## src/rtl/alu_rr_arbiter.sv

```systemverilog
// Round-robin arbiter sharing one ALU among N requesters.
// One operation is issued per cycle and the result is registered with the owner's ID.
module alu_rr_arbiter #(
  parameter int N    = 4,
  parameter int ID_W = $clog2(N)
) (
  input  logic              clk,
  input  logic              resetn,
  input  logic [N-1:0]      req_valid,
  input  logic [4*N-1:0]    req_op,
  input  logic [32*N-1:0]   req_v1,
  input  logic [32*N-1:0]   req_v2,
  output logic [N-1:0]      req_ready,
  output logic              resp_valid,
  output logic [ID_W-1:0]   resp_id,
  output logic [31:0]       resp_data,
  input  logic              resp_ready
);

  function automatic logic [31:0] alu_fn(input logic [3:0] op,
                                         input logic [31:0] v1,
                                         input logic [31:0] v2);
    logic signed [31:0] s1;
    logic signed [31:0] s2;
    s1 = v1;
    s2 = v2;
    case (op)
      4'b1100:         alu_fn = v1 + v2;
      4'b1110:         alu_fn = v1 - v2;
      4'b1000:         alu_fn = v1 & v2;
      4'b1001:         alu_fn = v1 | v2;
      4'b1010:         alu_fn = v1 ^ v2;
      4'b1011:         alu_fn = ~(v1 | v2);
      4'b0110:         alu_fn = (s1 < s2) ? 32'd1 : 32'd0;
      4'b0000, 4'b0001: alu_fn = v2 << v1[4:0];
      4'b0010:         alu_fn = v2 >> v1[4:0];
      4'b0011:         alu_fn = 32'(s2 >>> v1[4:0]);
      4'b1111:         alu_fn = v2;
      default:         alu_fn = 32'd0;
    endcase
  endfunction

  logic [ID_W-1:0] rr_ptr;
  logic [ID_W-1:0] grant_p0;
  logic            any_vld_p0;
  logic            issue_p0;
  logic [3:0]      op_p0;
  logic [31:0]     v1_p0;
  logic [31:0]     v2_p0;
  logic [31:0]     alu_p0;
  int              idx;

  // Stage p0: cyclic scan from rr_ptr, grant, and ALU operand mux
  always_comb begin
    any_vld_p0 = 1'b0;
    grant_p0   = '0;
    idx        = 0;
    for (int k = 0; k < N; k++) begin
      idx = int'(rr_ptr) + k;
      if (idx >= N) idx = idx - N;
      if (!any_vld_p0 && req_valid[idx]) begin
        any_vld_p0 = 1'b1;
        grant_p0   = ID_W'(idx);
      end
    end
  end

  assign issue_p0 = resetn && (!resp_valid || resp_ready) && any_vld_p0;

  always_comb begin
    req_ready = '0;
    if (issue_p0) req_ready[grant_p0] = 1'b1;
  end

  assign op_p0  = req_op[int'(grant_p0)*4 +: 4];
  assign v1_p0  = req_v1[int'(grant_p0)*32 +: 32];
  assign v2_p0  = req_v2[int'(grant_p0)*32 +: 32];
  assign alu_p0 = alu_fn(op_p0, v1_p0, v2_p0);

  // Stage p1: result register; a new issue overwrites, a lone drain only clears valid
  always_ff @(posedge clk or negedge resetn) begin
    if (!resetn) begin
      resp_valid <= 1'b0;
      resp_id    <= '0;
      resp_data  <= '0;
      rr_ptr     <= '0;
    end else if (issue_p0) begin
      resp_valid <= 1'b1;
      resp_id    <= grant_p0;
      resp_data  <= alu_p0;
      rr_ptr     <= (grant_p0 == ID_W'(N-1)) ? '0 : grant_p0 + 1'b1;
    end else if (resp_valid && resp_ready) begin
      resp_valid <= 1'b0;
    end
  end

endmodule

```

## config.mk

```make
export PLATFORM = sky130hd
export DESIGN_NAME = alu_rr_arbiter
export DESIGN_NICKNAME = d
export VERILOG_FILES = /design/src/rtl/alu_rr_arbiter.sv
export SDC_FILE = /design/constraint.sdc
export NUM_CORES = 1
export LEC_CHECK = 0
export CAP_MARGIN = 10
export CORE_MARGIN = 2
export CORE_UTILIZATION = 32
export DETAILED_ROUTE_END_ITERATION = 10
export PLACE_DENSITY_LB_ADDON = 0.08
export REMOVE_ABC_BUFFERS = 1
export SLEW_MARGIN = 20
export SYNTH_ARGS = -nofsm -noshare
export SYNTH_HDL_FRONTEND = slang
export SYNTH_SLANG_ARGS = --single-unit
export TNS_END_PERCENT = 1
```

## constraint.sdc

```tcl
create_clock -name clk -period 5.9 [get_ports clk]
set_input_delay 1.18 -clock clk [delete_from_list [all_inputs] [get_ports clk]]
set_output_delay 1.18 -clock clk [all_outputs]
set_load 0.01 [all_outputs]
```

==> flow_summary.yaml, run 1 <==
power_and_ir_drop:
  vdd_ir_drop_max_v: 0.0001737
  p_per_area_mw_per_mm2: 528.8
  p_leak_nw: 8.636
floorplan:
  start_util_pct: 32.56
  dieArea_mm2: 0.04224
  num_rows: 73
  io_pins: 318
  core_region_area_mm2: 0.03991
  die_width_um: 205.5
  fp.dieH_um: 205.5
detailed_routing:
  num_vias: 16424
  dr.pass1.iters: 6
  drc: 0
  routedWlPerCell_um: 25.07
  avgViaCountPerCell: 5.826
  ant_nets: 0
  drt_iter0_drc: 1750
  drt_wl_total_um: 70660
logic_synthesis:
  ys_seq_area_share_pct: 7.124
  synth.avg_cell_area_um2: 7.406
  synth_flop_cell: "dfrtp_1"
  synth_top_family_by_area: "multiplexers"
  ys_async_sr_fraction_pct: 100.0
  yosys_warnings: 0
  synth-simple-area-share_pct: 14.82
  synth_xor_area_share_pct: 1.550
  postSynthCellCount: 1755
  ys_types: 79
  netlist_area_mm2: 0.01300
  synth.area.mux_share_pct: 29.20
  ys_ff_latch: 37
  synth_compound_area_share_pct: 28.83
  yosys.area_share.adder_pct: 10.32
  synth_edf_count: 0
global_routing:
  grt_overflow_total: 0
  grt_pass1_vias: 16056
  grt_max_degree: 57
  grt_pass1_wl_um: 102000
  antenna_found_initial: 1
  grt_use_total_pct: 32.35
job:
  cap_violations: 0
sta:
  hold_ws_ns: 0.4814
  worst_slew_pin_slew_ns: 0.9013
  slew_headroom_pct: 39.40
  setup-violations-final: 0
  fmax_mhz: 173.3
  layout_min_cycle_time_ns: 5.770
  slew_viol_final: 0
  fin_ws_ns: 0.1295
  period_share_pct: 97.80
  skew_ns: 0.01206
  hold_viol_final: 0
setup_path:
  cp_max_fo: 49
  worstPathArrival_ns: 5.94
  worstPathRequired_ns: 6.07
  start_kind: "input pin"
  cp-end-kind: "register"
  crit_type: "input pin to register"
placement:
  dp_cells: 2807
  dp_slack_ns: -0.4625
  gp_congestion: 0.9937
  dp_hpwl_um: 58230
  numPortBuffers: 317
clock_tree:
  cts_buffers: 5
  htreeDepth: 2
  tritoncts: "done"
  root_buffer: "clkbuf_16"
  clk_latency_ns: 0.31
  clk_pin_slew_ns: 0.07
  clock_sinks: 37
  hold_buffers: 0
  cts_buffer_depth: 2
cells_and_area:
  nets: 2678
  final_layout_size_suffix_gt1_share_pct: 20.14
  final_util_pct: 48.47
  stdcell_count: 2819
  fill_cells: 4074
  areaGrowthSynthToFinish_pct: 48.85
  diodes: 0
status:
  outcome: "finished clean"
hold_path:
  hold_class: "register to register"
-- layer usage --
metal / part of all wire, % / global-route usage, % / vias up
li1: - / - / 7645
met2: 45 / 52.04 / 803
met5: 0.018 / 0 / -
met3: 8.6 / 6.272 / 129
met1: 43 / 42.92 / 7845
met4: 3.8 / 11.38 / 2
-- power breakdown --
part / internal [W] / switching, W
clock network: 0.000213 / 0.000144
registers: 0.000350 / 0.000110
logic: 0.00399 / 0.00542
-- cells in the mapped netlist (all sizes together) (5+ instances only) --
| master | count | area [um2] |
|---|---|---|
| dfrtp | 37 | 925.9 |
| ha | 104 | 1301 |
| o2111ai | 9 | 78.83 |
| o22ai | 24 | 150.1 |
| a2111oi | 6 | 52.55 |
| a22oi | 23 | 172.7 |
| a21o | 8 | 60.06 |
| a32o | 5 | 50.05 |
| o221ai | 14 | 128.9 |
| a221oi | 19 | 172.7 |
| nand3 | 32 | 160.2 |
| xnor2 | 22 | 192.7 |
| a21oi | 168 | 844.6 |
| mux2 | 20 | 225.2 |
| a31oi | 26 | 162.7 |
| buf | 78 | 475.5 |
| nand2b | 7 | 43.79 |
| inv | 101 | 379.1 |
| a222oi | 9 | 90.09 |
| mux2i | 334 | 3570 |
| a221o | 5 | 50.05 |
| nor3 | 33 | 180.2 |
| nand2 | 155 | 584.3 |
| o21ai | 97 | 485.5 |
| nor4 | 15 | 127.6 |
| and3 | 12 | 75.07 |
| o31ai | 13 | 97.59 |
| a211oi | 50 | 380.4 |
| nand4 | 9 | 56.30 |
| o211ai | 22 | 165.2 |
| o21bai | 15 | 112.6 |
| clkbuf | 55 | 206.5 |
| a32oi | 9 | 78.83 |
| nor2 | 146 | 548.0 |
| a22o | 11 | 96.34 |
| o21a | 8 | 60.06 |
-- area by class of cell --
cell class / instances / area (um2) / share of cell area, %
clock buffers: 7 / 142.6 / 0.7372
multi-input cells: 1484 / 11260 / 58.22
inverters: 101 / 379.1 / 1.960
clock inverters: 1 / 30.03 / 0.1552
repair buffers: 664 / 5948 / 30.74
well taps: 525 / 656.9 / 3.395
flip-flops and latches: 37 / 925.9 / 4.786
-- worst paths after layout --
path / cells past startpoint / start / slack, ns / endpoint
setup / recovery: 16 / req_valid[1] / 0.13 / resp_data[9]
min in group asynchronous: 2 / resetn / 1.04 / resp_data[5]
hold / removal: 1 / resp_id[0] / 0.48 / resp_id[0]
hold reg to reg: 1 / resp_id[0] / 0.48 / resp_id[0]
setup reg to reg: 15 / rr_ptr[1] / 0.92 / resp_data[9]
max in group asynchronous: 2 / resetn / 4.40 / resp_data[30]
-- timing repair --
item | CTS | global route
endpoints found under the setup margin | 6 | 13
gates resized for setup | 7 | 36
gates cloned | 0 | 1
pin swaps | 1 | 11
setup buffers | 0 | 3
-- critical path: stages --
cell and delay, ns:
clkdlybuf4s50_1 0.46, mux2_2 0.31, o221ai_4 0.28, buf_4 0.19, buf_12 0.24, buf_4 0.33, mux2i_1 0.27, mux2i_2 0.11
buf_4 0.18, inv_1 0.16, mux2i_1 0.20, o31ai_1 0.78, o221ai_1 0.27, buf_4 0.23, a221oi_1 0.56, o21ai_1 0.13
-- kinds of logic (layout without fill, tap and decap cells) --
| group | Yosys count | after routing |
|---|---|---|
| flops | 37 | 37 |
| compound gates | 570 | 570 |
| fa+ha+maj | 106 | 106 |
| mux | 354 | 354 |
| simple gates | 431 | 431 |
| xor+xnor | 23 | 23 |
| buf+inv | 234 | 773 |
-- through the flow --
| step | TNS (ns) | total power [W] | cell area [um2] |
|---|---|---|---|
| global route | -0.009805 | 0.01086 | 19350 |
| CTS | -0.02671 | 0.009897 | 19130 |
| finish | 0 | 0.01023 | 19350 |
| floorplan | -210.40 | 0.005494 | 12320 |
| detailed placement | -4.564 | 0.009474 | 18940 |
| global placement | -2.557 | 0.009493 | 18940 |
-- registers in the layout, summed over array words and instances (netlist names) --
register    count
resp_data      32
resp_id         2
resp_valid      1
rr_ptr          2
-- layout by cell type (no fill, tap or decap), drive strengths merged, types with 32 or more instances in the layout --
cell           instances
buf                  347
mux2i                334
clkdlybuf4s50        316
a21oi                168
nand2                155
nor2                 146
ha                   104
inv                  101
o21ai                 97
a211oi                50
dfrtp                 37
nor3                  33
nand3                 32
Power figures use the tool's default switching activity.
==> inputs of run 2 (changes only) <==
SKIP_CTS_REPAIR_TIMING = 1   (was unset)
clock period = 5.3 ns   (was 5.9 ns; I/O delays follow)
==> flow_summary.yaml, run 2 (synthesis results as in run 1) <==
sta:
  period_share_pct: 99.40
  rsz0062_at_grt: "true"
  skew_ns: 0.005230
  slew_viol_final: 0
  fin_ws_ns: 0.03178
  slew_headroom_pct: 36.30
  setup-violations-final: 0
  setup_tns_ns: 0
  hold_viol_final: 0
  fmax_mhz: 189.8
  worst_slew_pin_slew_ns: 0.9520
  layout_min_cycle_time_ns: 5.268
placement:
  dp_slack_ns: -1.081
  gp_congestion: 0.9931
  numPortBuffers: 317
  dp_hpwl_um: 59370
global_routing:
  grt_overflow_total: 0
  antenna_found_initial: 1
  grt_max_degree: 58
  grt_pass1_wl_um: 104600
  grt_pass1_vias: 16642
  grt_use_total_pct: 32.98
clock_tree:
  clk_pin_slew_ns: 0.08
  cts_buffer_depth: 2
  clk_latency_ns: 0.31
  clock_sinks: 37
  root_buffer: "clkbuf_16"
  tritoncts: "done"
  htreeDepth: 2
  cts_buffers: 5
power_and_ir_drop:
  p_per_area_mw_per_mm2: 591.8
  p_leak_nw: 9.683
  p_seq_share_pct: 4.1
  power_switching_w: 0.006698
  power.share.clock_pct: 3.2
  p_int_w: 0.005979
  power_frac_comb_pct: 92.8
  vdd_ir_drop_max_v: 0.0002309
  p_sw_share_pct: 52.84
cells_and_area:
  largest_reg_flops: 32
  final_cell_mix: "buf_4 (512), clkdlybuf4s50_1 (312), mux2i_1 (273)"
  top_regs: "resp_data x32, resp_id x2, rr_ptr x2"
  final_common_cell: "buf_4"
  nets: 2875
  final_layout_size_suffix_gt1_share_pct: 28.74
  areaGrowthSynthToFinish_pct: 64.82
  top_register: "resp_data"
floorplan:
  start_util_pct: 32.56
  die_width_um: 205.5
  dieArea_mm2: 0.04224
  num_rows: 73
  fp.dieH_um: 205.5
  io_pins: 318
  core_region_area_mm2: 0.03991
setup_path:
  worstPathRequired_ns: 5.50
  worstPathArrival_ns: 5.47
  cp_max_fo: 8
  path_cells: "clkbuf_2 > mux2_4 > o221ai_4 > buf_12 > mux2i_2 > mux2i_2 > buf_4 > ha_1 > fa_2 > a211oi_2 > o21a_1 > o21bai_2 > buf_4 > a2111oi_2 > a211oi_2 > xnor2_1 > a222oi_1 > o21ai_1 > a22o_1"
  start_kind: "input pin"
  critPathMaxStageDelay_ns: 0.50
  cp-end-kind: "register"
  crit_slowest_cell: "a222oi_1"
  crit_type: "input pin to register"
detailed_routing:
  ant_nets: 0
  drc: 0
  routedWlPerCell_um: 24.37
  num_vias: 17359
  drt_iter0_drc: 1706
  avgViaCountPerCell: 5.752
  dr.pass1.iters: 6
  drt_wl_total_um: 73560
job:
  cap_violations: 0
status:
  outcome: "finished clean"
hold_path:
  hold_class: "register to register"
-- run 2: cell types whose count changed in the layout (fill, tap and decap cells not counted), sizes merged --
cell,change
clkbuf,+4
diode,+2
buf,+194
dlymetal6s2s,+3
clkdlybuf4s50,-4
-- run 2: power groups by stage --
stage / clock network, W / registers (W) / logic, W
after CTS: 0.000405 / 0.000505 / 0.0109
after global routing: 0.000409 / 0.000522 / 0.0125
after detailed placement: 0 / 0.000509 / 0.0108
after floorplan: 0 / 0.000508 / 0.00561
final: 0.000404 / 0.000514 / 0.0118
after global placement: 0 / 0.000508 / 0.0108
-- run 2: through the flow --
stage                     cell area [um2]  hold WS (ns)  instances  utilization (%)  power (W)
after floorplan                     12320        0.5162       1622                -   0.006116
after global placement              20280        0.4615       2978            50.81    0.01132
after detailed placement            20280        0.4673       2978            50.81    0.01134
after CTS                           20450        0.4845       2986            51.24    0.01179
after global routing                21420        0.5237       3016            53.66    0.01339
final                               21420        0.4799       3018            53.67    0.01268
-- run 2: layout make-up --
cell class	count	area, um2
timing repair buffer	861	7626
antenna	2	5.005
sequential	37	925.9
clock inverter	1	30.03
clock buffer	7	142.6
multi-input combinational	1484	11660
fill	3923	18490
tap	525	656.9
inverter	101	379.1
-- run 2: worst max-delay path, delay by kind of cell --
family,cells,cell delay (ns)
buffers and inverters,4,0.63
xor gates and xnor gates,1,0.14
AOI/OAI and AO/OA,9,2.31
muxes,3,0.65
adders and majority gates,2,0.64
-- run 2: path summary, 6_finish.rpt --
check	from	to	slack [ns]	depth (start not counted)
setup / recovery	req_valid[1]	resp_data[14]	0.03	19
hold / removal	resp_id[0]	resp_id[0]	0.48	1
setup reg to reg	rr_ptr[1]	resp_data[14]	0.30	18
hold reg to reg	resp_id[0]	resp_id[0]	0.48	1
max in group asynchronous	resetn	resp_data[30]	3.92	2
min in group asynchronous	resetn	resp_data[5]	0.92	2
-- run 2: per-layer routing --
layer / GRT usage (%) / part of all wire, % / routed length (um)
met1: 44.75 / 43 / 31900
met2: 52.51 / 44 / 32480
met3: 5.670 / 8.7 / 6393
met4: 11.25 / 3.8 / 2781
met5: 0 / 0 / 0
